<file path="src/rtl/full_subt.sv">
// full_subt: registered ripple-borrow subtractor computing a - b - bin.
// A chain of WIDTH single-bit borrow cells feeds output registers, giving
// a fixed one-cycle latency and one result per cycle when in_valid is held.
module full_subt #(
    parameter int WIDTH = 1
) (
    input  logic             clk,
    input  logic             rst,
    input  logic [WIDTH-1:0] a,
    input  logic [WIDTH-1:0] b,
    input  logic             bin,
    input  logic             in_valid,
    output logic [WIDTH-1:0] diff,
    output logic             bout,
    output logic             out_valid
);

    // borrow_chain[gi] is the borrow entering cell gi; the extra top bit is
    // the borrow leaving the MSB cell.
    logic [WIDTH:0]   borrow_chain;
    logic [WIDTH-1:0] diff_d;
    logic             bout_d;

    logic [WIDTH-1:0] diff_q;
    logic             bout_q;
    logic             out_valid_q;

    assign borrow_chain[0] = bin;

    // One full-subtractor cell per bit; borrows ripple from LSB to MSB.
    for (genvar gi = 0; gi < WIDTH; gi++) begin : g_cell
        logic a_bit;
        logic b_bit;
        logic bw_in;

        assign a_bit = a[gi];
        assign b_bit = b[gi];
        assign bw_in = borrow_chain[gi];

        assign diff_d[gi]         = a_bit ^ b_bit ^ bw_in;
        assign borrow_chain[gi+1] = (~a_bit & b_bit) | (~(a_bit ^ b_bit) & bw_in);
    end

    assign bout_d = borrow_chain[WIDTH];

    // Result registers: reset wins, otherwise capture on in_valid and hold
    // the last result while idle so garbage on the operands is ignored.
    always_ff @(posedge clk) begin
        if (rst) begin
            diff_q      <= '0;
            bout_q      <= 1'b0;
            out_valid_q <= 1'b0;
        end else begin
            out_valid_q <= in_valid;
            if (in_valid) begin
                diff_q <= diff_d;
                bout_q <= bout_d;
            end
        end
    end

    assign diff      = diff_q;
    assign bout      = bout_q;
    assign out_valid = out_valid_q;

endmodule

</file>
<file path="config.mk">
export PLATFORM = sky130hd
export DESIGN_NAME = full_subt
export DESIGN_NICKNAME = d
export VERILOG_FILES = /design/src/rtl/full_subt.sv
export SDC_FILE = /design/constraint.sdc
export NUM_CORES = 1
export LEC_CHECK = 0
export ABC_AREA = 1
export ABC_CLOCK_PERIOD_IN_PS = 900
export CAP_MARGIN = 25
export CORE_AREA = 2 2 39 41
export DETAILED_ROUTE_END_ITERATION = 6
export DIE_AREA = 0 0 41 43
export GPL_TIMING_DRIVEN = 0
export HOLD_SLACK_MARGIN = 0.1
export PLACE_DENSITY = 0.35
export SKIP_LAST_GASP = 1
export SLEW_MARGIN = 40
export SYNTH_ARGS = -nofsm -noshare
export SYNTH_HDL_FRONTEND = slang
export SYNTH_SLANG_ARGS = --single-unit
export TNS_END_PERCENT = 100
</file>
<file path="constraint.sdc">
create_clock -name clk -period 0.9 [get_ports clk]
set_input_delay 0.18 -clock clk [delete_from_list [all_inputs] [get_ports clk]]
set_output_delay 0.18 -clock clk [all_outputs]
set_load 0.1 [all_outputs]
</file>
==> flow_summary.yaml <==
global_routing:
  grt_usage_pct: 5.93
  grt_pass1_vias: 143
  grt.overflow.total: 0
  antenna_found_initial: 0
  grt_max_degree: 6
  grt_pass1_wl_um: 558
timing:
  setup-violations-final: 3
  grt_setup_unrepaired: "yes"
  timing.final.hold_violations: 0
  min_period_ns: 0.929
  finalHoldWorstSlack_ns: 0.397
  skew_ns: 0
  slew_headroom_pct: 88.2
  tightestPinTransition_ns: 0.176
  drv_slew: 0
  fmaxAchievable_ghz: 1.08
  setup_slack_ns: -0.0293
  fin_crit_sh_pct: 103
setup_path:
  crit_arrival_ns: 0.75
  crit_type: "reg2out"
  cp_top_family: "flip-flops"
  crit_chain: "buf_12"
  required_ns: 0.72
  end_kind: "primary output"
  crit_slowest_cell: "dfxtp_2"
  r2r_slack_ns: 0.32
  r2r_end: "bout"
  critPathLaunchType: "register"
  rr_worst_depth: 2
  r2r-start: "bout"
  path_buf_inv: 1
  slowest_delay_ns: 0.34
  crit_path_max_fanout: 2
outcome:
  status: "finished, violations left"
  violations: "setup timing"
synthesis:
  synth.area.top_cells: "dfxtp_1 (45%), fa_1 (15%), inv_1 (14%)"
  synth_async_sr_flop_share_pct: 0
  synth_cells: 18
  seq_area_frac_synth_pct: 45.3
  yosys.area.top_type: "dfxtp_1"
  synthSimpleGateAreaFrac_pct: 25.5
  synth_commonest_cells: "inv_1 (5), nor2_1 (5), nand2_1 (4), dfxtp_1 (3), fa_1 (1)"
  ys_types: 5
  synth_top_family_by_area: "simple AND/OR/NAND/NOR gates"
  synth_compound_area_share_pct: 0
  ys_ff_latch: 3
  synth_edf_count: 0
  postSynthNetCount: 25
  synthMuxAreaShare_pct: 0
  yosys_warnings: 0
  synth_xor_area_share_pct: 0
  synth.cell_area_um2: 133
  syn-mean-instance-area_um2: 7.37
  synth-main-ff-cell: "dfxtp_1"
  synthAdderAreaFrac_pct: 15.1
  synth_top_cell_area_share_pct: 45.3
run:
  drv_cap: 0
die:
  fp-row-count: 14
  num_io_pins: 9
  coreArea_um2: 1380
  fp.dieArea_um2: 1760
  die_h_um: 43
  die_w_um: 41
  initial_core_util_pct: 9.58
route:
  viasPerCell: 3.00
  antenna_left: 0
  routed_wl_um: 322
  drc: 0
  dr.pass1.iters: 2
  drtIter0Drc: 3
  vias: 138
  wl_per_cell_um: 7.00
min_path:
  min-delay-start: "a"
  hold_depth: 5
  hold_path_end: "bout"
  hold_class: "in2reg"
finish:
  final_util_pct: 20.4
  fillers: 159
  final_area_um2: 283
  area_delta_synth_final_pct: 113
  drive_gt1_share_pct: 40.0
  num-nets-final: 38
  diodes: 0
  fin_cells: 46
cts:
  cts.clk_slew.worst_paths_ns: 0.04
  cts_max_path_buffers: 2
  cts_root_buffer: "clkbuf_4"
  cts_buffers: 3
  cts_setup_buffers: 0
  clkSinkCount: 3
  clk_latency_ns: 0.23
  tritoncts: "built"
  htreeDepth: 1
  cts.hold.buffers_added: 0
placement:
  io_buffers: 8
  place_area_um2: 221
  dpl.cell_count: 42
  place.gp.congestion: 0.516
power_and_ir_drop:
  leakage_nw: 0.141
  internal_power_w: 0.000374
  switching_power_w: 0.000177
  max-vdd-ir-drop_uv: 238
  p_sw_share_pct: 32.1
  powerDensity_nw_per_um2: 1950
  p_comb_share_pct: 28.6
  sequentialPowerShare_pct: 28.2
  pwr-share-clk_pct: 43.2
## worst min-delay path, cell delays in order
cell and delay, ns:
buf_2 0.10, fa_1 0.17, nand2_1 0.05, nand2_1 0.05
nor2_1 0.03
## how the worst max path moves through the flow
| stage | from | endpoint | depth (start not counted) | slack (ns) |
|---|---|---|---|---|
| floorplan | b | diff | 6 | -0.04 |
| global placement | bout | bout | 1 | -0.71 |
| detailed placement | a | diff | 6 | -0.56 |
| CTS | bout | bout | 1 | -0.04 |
| global route | bout | bout | 1 | -0.06 |
| finish | diff | diff | 1 | -0.03 |
## cells in the final DEF, fill, tap and decap left out, drive strengths merged
master,instances
buf,4
clkbuf,5
clkdlybuf4s15,1
clkdlybuf4s50,2
dfxtp,3
fa,1
inv,5
nand2,4
nor2,5
## area by class of cell
type	instances	area (um2)	area share (%)
inverters	5	18.8	6.64
well taps	16	20.0	7.08
multi-input cells	10	53.8	19.0
repair buffers	8	100	35.4
flip-flops and latches	3	63.8	22.6
clock buffers	4	26.3	9.29
## power groups by stage
stage	sequential, W	combinational [W]	clock [W]
floorplan	0.000222	0.0000234	0
global placement	0.000151	0.000141	0
detailed placement	0.000151	0.000134	0
CTS	0.000155	0.000160	0.000249
global route	0.000156	0.000167	0.000261
finish	0.000155	0.000158	0.000238
## routing by layer
layer / GRT usage, % / vias to the layer above / wire length [um]
met3: 4.71 / 4 / 62
met4: 10.0 / 0 / 25
met5: 0 / - / 0
met2: 5.00 / 11 / 107
li1: - / 72 / -
met1: 6.13 / 51 / 127
## cell families (layout without fill, tap and decap cells)
family        after synthesis  count (layout)
flops                       3               3
fa+ha+maj                   1               1
simple gates                9               9
buf+inv                     5              17
## sequential cells by signal, summed over array words and instances, names as in the netlist
| signal | count |
|---|---|
| diff | 1 |
| out_valid | 1 |
| bout | 1 |
## metrics by stage
step / power, W / setup slack, ns / setup TNS, ns
after floorplan: 0.000246 / -0.0433 / -0.0433
after global placement: 0.000292 / -0.707 / -3.09
after CTS: 0.000564 / -0.0392 / -0.130
final: 0.000551 / -0.0293 / -0.0743
after detailed placement: 0.000285 / -0.559 / -1.03
after global routing: 0.000585 / -0.0556 / -0.190
## repair_timing
item | in CTS | in global routing
endpoints found under the setup margin | 5 | 4
pin swaps | 3 | 3
endpoints found under the hold margin | 0 | 0
gates resized for setup | 20 | 2
No activity file was read; power rests on OpenSTA's default activity.
